File: config.mk
export PLATFORM = sky130hd
export DESIGN_NAME = minicpu_ser_opr_flat
export DESIGN_NICKNAME = d
export VERILOG_FILES = /design/src/rtl/minicpu_ser_opr_if.sv /design/src/rtl/minicpu_ser_opr.sv /design/src/flat_wrapper.sv
export SDC_FILE = /design/constraint.sdc
export NUM_CORES = 1
export LEC_CHECK = 0
export ABC_AREA = 1
export CELL_PAD_IN_SITES_DETAIL_PLACEMENT = 0
export CELL_PAD_IN_SITES_GLOBAL_PLACEMENT = 1
export CORE_MARGIN = 1
export CORE_UTILIZATION = 41
export DETAILED_ROUTE_END_ITERATION = 6
export MAX_ROUTING_LAYER = met4
export PLACE_DENSITY = 0.88
export SLEW_MARGIN = 20
export SYNTH_ARGS = -nofsm -noshare
export SYNTH_HDL_FRONTEND = slang
export SYNTH_SLANG_ARGS = --single-unit
File: constraint.sdc
create_clock -name Clk -period 1.6 [get_ports Clk]
set_input_delay 0.16 -clock Clk [delete_from_list [all_inputs] [get_ports Clk]]
set_output_delay 0.16 -clock Clk [all_outputs]
set_load 0.1 [all_outputs]
File: src/rtl/minicpu_ser_opr_if.sv
// Instruction-fetch handshake and serial-ALU control bundle of the mini CPU operand sequencer.
interface minicpu_ser_opr_if;
    logic       IR_Vld;
    logic [7:0] IR;
    logic       IR_Rdy;
    logic       CE;
    logic [4:0] I;
    logic       Op;
    logic       Done;
    logic       Halt;

    modport master (
        output IR_Vld, IR,
        input  IR_Rdy, CE, I, Op, Done, Halt
    );

    modport slave (
        input  IR_Vld, IR,
        output IR_Rdy, CE, I, Op, Done, Halt
    );
endinterface

File: src/rtl/minicpu_ser_opr.sv
// Prefix-building operand register and serializer: turns instruction bytes into
// N-cycle LSB-first ALU windows with a registered function code.
module minicpu_ser_opr #(
    parameter int unsigned N = 16
) (
    input  logic               Clk,
    input  logic               Rst,
    minicpu_ser_opr_if.slave   bus
);
    localparam int unsigned CW = (N > 1) ? $clog2(N) : 1;
    localparam logic [CW-1:0] CNT_LAST = CW'(N - 1);
    localparam logic [CW-1:0] CNT_PRE  = CW'(N - 2);
    localparam logic [3:0] OPC_NFX = 4'h6;
    localparam logic [3:0] OPC_PFX = 4'h7;
    localparam logic [3:0] OPC_EXE = 4'hF;
    localparam logic [4:0] FN_HLT  = 5'b11111;

    typedef enum logic [1:0] {S_IDLE, S_SHIFT, S_HALT} state_t;

    state_t          state;
    logic [N-1:0]    opr;
    logic [N-1:0]    sh;
    logic [CW-1:0]   cnt;
    logic [4:0]      func;
    logic            ce;
    logic            op;
    logic            done;
    logic            halt;
    logic            rdy;

    logic [N-1:0]    opf_c;
    logic [4:0]      fn_c;
    logic            accept_c;

    // Effective operand and the function code a non-prefix byte would issue
    always_comb begin
        opf_c    = opr | N'(bus.IR[3:0]);
        fn_c     = (bus.IR[7:4] == OPC_EXE) ? {1'b1, opf_c[3:0]} : {1'b0, bus.IR[7:4]};
        accept_c = bus.IR_Vld & rdy;
    end

    always_ff @(posedge Clk) begin
        if (Rst) begin
            state <= S_IDLE;
            opr   <= '0;
            sh    <= '0;
            cnt   <= '0;
            func  <= '0;
            ce    <= 1'b0;
            op    <= 1'b0;
            done  <= 1'b0;
            halt  <= 1'b0;
            rdy   <= 1'b1;
        end else begin
            case (state)
                S_IDLE: begin
                    if (accept_c) begin
                        if (bus.IR[7:4] == OPC_PFX) begin
                            opr <= opf_c << 4;
                        end else if (bus.IR[7:4] == OPC_NFX) begin
                            opr <= (~opf_c) << 4;
                        end else begin
                            func <= fn_c;
                            opr  <= '0;
                            cnt  <= '0;
                            rdy  <= 1'b0;
                            if (fn_c == FN_HLT) begin
                                state <= S_HALT;
                                halt  <= 1'b1;
                            end else begin
                                // Bit 0 goes out on the first CE cycle; sh keeps the rest
                                state <= S_SHIFT;
                                ce    <= 1'b1;
                                op    <= opf_c[0];
                                sh    <= opf_c >> 1;
                                done  <= (CNT_LAST == '0);
                            end
                        end
                    end
                end
                S_SHIFT: begin
                    if (cnt == CNT_LAST) begin
                        state <= S_IDLE;
                        rdy   <= 1'b1;
                        ce    <= 1'b0;
                        op    <= 1'b0;
                        done  <= 1'b0;
                    end else begin
                        cnt  <= cnt + CW'(1);
                        op   <= sh[0];
                        sh   <= sh >> 1;
                        done <= (cnt == CNT_PRE);
                    end
                end
                S_HALT: begin
                    rdy  <= 1'b0;
                    ce   <= 1'b0;
                    halt <= 1'b1;
                end
                default: begin
                    state <= S_IDLE;
                    rdy   <= 1'b1;
                    ce    <= 1'b0;
                end
            endcase
        end
    end

    assign bus.IR_Rdy = rdy;
    assign bus.CE     = ce;
    assign bus.I      = func;
    assign bus.Op     = op;
    assign bus.Done   = done;
    assign bus.Halt   = halt;
endmodule

File: src/flat_wrapper.sv
// flat-port wrapper written by rule: the top's interface ports become plain ports
module minicpu_ser_opr_flat 
#(
    parameter int unsigned N = 16
)
  (Clk, Rst, bus_IR_Vld, bus_IR, bus_IR_Rdy, bus_CE, bus_I, bus_Op, bus_Done, bus_Halt);
  minicpu_ser_opr_if bus_i ();
  input  logic Clk;
  input  logic Rst;
  input wire logic [$bits(bus_i.IR_Vld)-1:0] bus_IR_Vld;
  input wire logic [$bits(bus_i.IR)-1:0] bus_IR;
  output wire logic [$bits(bus_i.IR_Rdy)-1:0] bus_IR_Rdy;
  output wire logic [$bits(bus_i.CE)-1:0] bus_CE;
  output wire logic [$bits(bus_i.I)-1:0] bus_I;
  output wire logic [$bits(bus_i.Op)-1:0] bus_Op;
  output wire logic [$bits(bus_i.Done)-1:0] bus_Done;
  output wire logic [$bits(bus_i.Halt)-1:0] bus_Halt;
  assign bus_i.IR_Vld = bus_IR_Vld;
  assign bus_i.IR = bus_IR;
  assign bus_IR_Rdy = bus_i.IR_Rdy;
  assign bus_CE = bus_i.CE;
  assign bus_I = bus_i.I;
  assign bus_Op = bus_i.Op;
  assign bus_Done = bus_i.Done;
  assign bus_Halt = bus_i.Halt;
  minicpu_ser_opr #(.N(N)) u_core (.Clk(Clk), .Rst(Rst), .bus(bus_i));
endmodule
# Word-level counts from Yosys, hierarchy flattened

Cells that the tools add are included.

Register bits: 48
Input port bits: 11
Output and inout bits: 10
Word-level logic and storage cells: 92

$add $sub $neg: 1
Eq/ne operators: 15
Multiplexer cells: 48
Bitwise operators: 6
Reduce and logical (&&, ||, !) cells: 12

Operator list:

| cell                                                                    | count |
|---|---|
| 16-bit two-way mux                                                      | 7 |
| 16-bit one-hot mux with 2 select lines                                  | 1 |
| 5-bit AND reduction                                                     | 5 |
| 1-bit two-way mux                                                       | 23 |
| 4-bit two-way mux                                                       | 4 |
| 16-bit by 4-bit bitwise OR with 16-bit output                           | 1 |
| 4-bit == test, second input constant                                    | 3 |
| 12-bit inverter                                                         | 1 |
| 2-bit two-way mux                                                       | 5 |
| 4-bit by 3-bit == test with 1-bit output, second input constant         | 2 |
| 2-bit inequality test, second input constant                            | 4 |
| 1-bit one-hot mux with 2 select lines                                   | 4 |
| 4-bit one-hot mux with 2 select lines                                   | 1 |
| 4-bit AND reduction                                                     | 2 |
| 2-bit by 1-bit inequality test with 1-bit output, second input constant | 3 |
| 2-bit one-hot mux with 3 select lines                                   | 1 |
| 6-bit AND reduction                                                     | 1 |
| 5-bit == test, second input constant                                    | 1 |
| 5-bit two-way mux                                                       | 1 |
| 4-bit by 1-bit adder with 4-bit output, second input constant           | 1 |
| 2-bit nonzero test                                                      | 2 |
| 1-bit inverter                                                          | 3 |
| 1-bit one-hot mux with 3 select lines                                   | 1 |
| 2-bit by 1-bit == test with 1-bit output, second input constant         | 1 |
| 4 further kinds                                                         | 4 |

# Logic depth before layout (Yosys ltp)

Depth after elaboration: 8
Mapped depth: 11
Depth with buffers taken out: 10

# Worst setup path after synthesis

OpenSTA, ideal clock, no wires.

Path kind: register to register
Start point: register u_core.rdy, in the netlist u_core.bus.IR_Rdy
End point: register u_core.sh[3]
Library setup time: 0.113 ns
Data arrival time: 2.068 ns
Required time: 1.487 ns
Setup slack: -0.580 ns
Stages on the path, launching flop included: 10
Buffers on the path: 2
Period minus slack after synthesis: 2.180 ns
Cell sequence: dfxtp_1 nand2_1 nor2_8 nand2_4 nand2_4 buf_6 buf_6 nand3b_1 nand2_1 nor2_1

Word-level cells in the longest chain between the ends: 3

RTL lines:

| element                                                    | line                  | source |
|---|---|---|
| start: declaration                                         | minicpu_ser_opr.sv:29 | `logic rdy;` |
| start signal: assignment                                   | minicpu_ser_opr.sv:53 | `rdy <= 1'b1;` |
| start signal: assignment                                   | minicpu_ser_opr.sv:66 | `rdy <= 1'b0;` |
| start signal: assignment                                   | minicpu_ser_opr.sv:84 | `rdy <= 1'b1;` |
| 1-bit AND                                                  | minicpu_ser_opr.sv:39 | `accept_c = bus.IR_Vld & rdy;` |
| 2-bit by 1-bit inequality test with 1-bit output (no line) | -                     |  |
| 6-bit AND reduction (no line)                              | -                     |  |
| end signal: assignment                                     | minicpu_ser_opr.sv:75 | `sh <= opf_c >> 1;` |
| end signal: assignment                                     | minicpu_ser_opr.sv:91 | `sh <= sh >> 1;` |
| end: declaration                                           | minicpu_ser_opr.sv:22 | `logic [N-1:0] sh;` |

No other way between the ends.
A chain may end at the register's enable or synchronous reset.

# Worst setup path in the final report

Start point: input port bus_IR[6]
End point: register u_core.op, in the netlist u_core.bus.Op

Word-level cells in the longest chain between the ends: 5
Elaborated cells on any way between the ends: 9

RTL lines:

| element                         | line                  | source |
|---|---|---|
| start: declaration              | flat_wrapper.sv:11    | `input wire logic [$bits(bus_i.IR)-1:0] bus_IR;` |
| 4-bit == test                   | minicpu_ser_opr.sv:38 | `fn_c = (bus.IR[7:4] == OPC_EXE) ? {1'b1, opf_c[3:0]} : {1'b0, bus.IR[7:4]};` |
| 5-bit two-way mux               | minicpu_ser_opr.sv:38 |  |
| 5-bit == test                   | minicpu_ser_opr.sv:67 | `if (fn_c == FN_HLT) begin` |
| 2-bit inequality test (no line) | -                     |  |
| 5-bit AND reduction (no line) * | -                     |  |
| end signal: assignment          | minicpu_ser_opr.sv:74 | `op <= opf_c[0];` |
| end signal: assignment          | minicpu_ser_opr.sv:90 | `op <= sh[0];` |
| end: declaration                | minicpu_ser_opr.sv:26 | `logic op;` |

Every way passes the cells marked *; elsewhere a longest branch is shown, timed or not.

==> metrics <==
Pwr per Cell Area=1230 mW/mm^2; relative slew slack=84.07%; HPWL Detailed=3386 microns; worst endpoint required time=1.83 ns; pin count of the biggest net entering global routing=32; end-of-flow core utilization=55.79%; vias in the first global route=1802; unrepaired setup endpoints after global routing=no; Worst-path clk slew=0.09 ns; final cell count without fillers=426; final setup violation count=0; number of warnings printed during yosys synthesis=0; number of hold-repair buffers added at the cts stage=0; clock latency reported for the late side of the worst-skew pair=0.30 ns; vias per cell=4.758; total via count in the routed design=2027; TNS Setup=0 ns; result of the run=finished, final reports clean; Post-layout nets=368; Hold Path Class=reg -> reg; Worst Setup Start Kind=input port; Post-Route Hold Slack=0.4918 ns; top cells by area, synth=sky130_fd_sc_hd__dfxtp_1 (39%), sky130_fd_sc_hd__nand2_1 (15%), sky130_fd_sc_hd__nor2_1 (7.1%), sky130_fd_sc_hd__inv_1 (6.1%), sky130_fd_sc_hd__nand3b_1 (4.8%); worst IR drop on VDD=0.0007138 V; register area share after synthesis=39.00%; skew final=0.008987 ns; worst slew pin tran=0.2390 ns; chip height=75.37 microns; starting utilization of the core area=42.94%; placement-stage cell area=0.002736 sq mm; Static Leakage=1.279 nW; total standard cell area after synthesis=0.002207 sq mm; syn nets=330; x dimension of the die=75.37 microns; min cycle time layout=1.442 ns; top cell type by total area after synthesis=sky130_fd_sc_hd__dfxtp_1; post-CTS resize count=0; Setup CP Type=in -> reg; number of flip-flops and latches in the synthesized netlist=43; H-tree depth reported by CTS=2; Routed WL per cell=11.01 microns; number of nets with antenna violations after detailed routing=0; Hold Violations, Final=0; Max Buffers Root-to-Sink=2; post-CTS setup buffer count=0; core outline area=0.005140 sq mm; Initial DRT Pass Iterations=4; instance count after placement with tap cells included=418; critical path arrival=1.67 ns; buffer type at the clock tree root=sky130_fd_sc_hd__clkbuf_8; number of cell rows=26; count of port buffers added during placement=20; number of primary I/O pins=21; initial antenna violation count=0; synthesized area divided by synthesized cell count=6.963 sq um; total track usage=19.36%; maximum clock frequency=693.3 MHz; Yosys cell types=30; area delta synth->final=29.93%; final antenna diode count=0; overall routed net length=4690 microns; total die area=0.005681 sq mm; remaining design rule violation count=0; final worst-path cycle share=90.14%; Crit Path Max Fanout=4; global route total overflow=0; Final Slew Violations=0; sort of element at the end of the critical path=flop; final design instance area without fill=0.002868 sq mm; TritonCTS Sinks=43; number of clock buffers inserted by TritonCTS=5; placer's final routability congestion estimate=0.7997; wire length of the first global-routing pass=7962 microns; number of DRC markers in iteration 0=100; fraction of layout instances using a drive strength above 1=17.13%; clock tree from TritonCTS=done; Synth top area share=39.00%; maximum capacitance violations=0; Post-Syn Instances=317
## Yosys cell counts (all sizes together)
master  number
o211ai      13
or2          1
nor2        47
nor3         1
clkbuf       5
ha           2
nand2       90
buf          9
inv         40
clkinv       1
nor3b        2
a21oi       10
nand3       17
a211oi       1
dfxtp       43
o21ai       19
nand3b      14
nand4        2
## critical path: stages
cell	delay [ns]
sky130_fd_sc_hd__clkdlybuf4s50_1	0.49
sky130_fd_sc_hd__nand2_2	0.08
sky130_fd_sc_hd__or2_4	0.26
sky130_fd_sc_hd__o21ai_0	0.20
sky130_fd_sc_hd__buf_4	0.16
sky130_fd_sc_hd__nor2_1	0.05
sky130_fd_sc_hd__nand2_1	0.09
sky130_fd_sc_hd__nand2_1	0.05
sky130_fd_sc_hd__a21oi_1	0.12
## per-layer routing
| layer | routed length, microns | global-route usage, % | vias to the layer above |
|---|---|---|---|
| met4 | 78 | 7.407 | 0 |
| met3 | 125 | 3.571 | 5 |
| met5 | 0 | - | - |
| met1 | 2316 | 24.82 | 915 |
| li1 | - | - | 1082 |
| met2 | 2170 | 30.36 | 25 |
## power by group
part	leakage (nW)	switching, mW	total, mW	internal, mW
combinational	0.862	0.721	1.21	0.491
sequential	0.354	0.123	1.36	1.24
clock	0.0626	0.391	0.951	0.560
total	1.28	1.23	3.53	2.29
## path summary, 6_finish.rpt
path / startpoint / end / slack [ns] / cells after the start
min reg2reg: u_core.sh[8] / u_core.sh[8] / 0.49 / 2
max reg2reg: u_core.cnt[0] / u_core.bus.Op / 0.20 / 8
min: u_core.sh[8] / u_core.sh[8] / 0.49 / 2
max: bus_IR[6] / u_core.bus.Op / 0.16 / 9
## stage by stage
step	worst slack (ns)	power, mW
4_1_cts	0.1751	3.566
5_1_grt	0.0003904	3.745
6_report	0.1577	3.527
3_3_place_gp	-0.06760	2.585
2_1_floorplan	0.0002577	2.224
3_5_place_dp	-0.1215	2.601
## registers in the layout, summed over array words and instances (netlist names), 2 cells and up
name	flops
u_core.bus.I	5
u_core.cnt	4
u_core.opr	12
u_core.sh	15
u_core.state	2
## logic make-up (layout without fill, tap and decap cells)
kind of cell               count (synthesis)  after routing  synth area share [%]
DFF                                       43             43                 39.00
adders and majority gates                  2              2                 1.134
and+or+nand+nor                          174            174                 37.24
AOI/OAI and AO/OA                         43             43                 11.56
buffers and inverters                     55             94                 11.05
## layout by cell type, fill, tap and decap left out, types with 2 or more instances in the layout
master,n
sky130_fd_sc_hd__dfxtp_1,42
sky130_fd_sc_hd__inv_2,3
sky130_fd_sc_hd__nand2_4,3
sky130_fd_sc_hd__buf_4,22
sky130_fd_sc_hd__a21oi_1,10
sky130_fd_sc_hd__nand3_1,16
sky130_fd_sc_hd__o21ai_0,18
sky130_fd_sc_hd__nor2_4,3
sky130_fd_sc_hd__ha_1,2
sky130_fd_sc_hd__buf_12,13
sky130_fd_sc_hd__inv_1,36
sky130_fd_sc_hd__nand3b_1,14
sky130_fd_sc_hd__o211ai_1,13
sky130_fd_sc_hd__nor2_1,42
sky130_fd_sc_hd__clkdlybuf4s50_1,10
sky130_fd_sc_hd__clkbuf_8,5
sky130_fd_sc_hd__nand2_1,86
sky130_fd_sc_hd__nand4_1,2
## cell type report
| cell class | instances | area [sq um] |
|---|---|---|
| inverters | 41 | 156.4 |
| repair buffers | 45 | 525.5 |
| multi-input cells | 219 | 1102 |
| fillers | 537 | 2272 |
| well taps | 70 | 87.58 |
| clock inverters | 2 | 37.54 |
| clock buffers | 6 | 93.84 |
| flip-flops and latches | 43 | 864.6 |
Power figures use the tool's default switching activity.
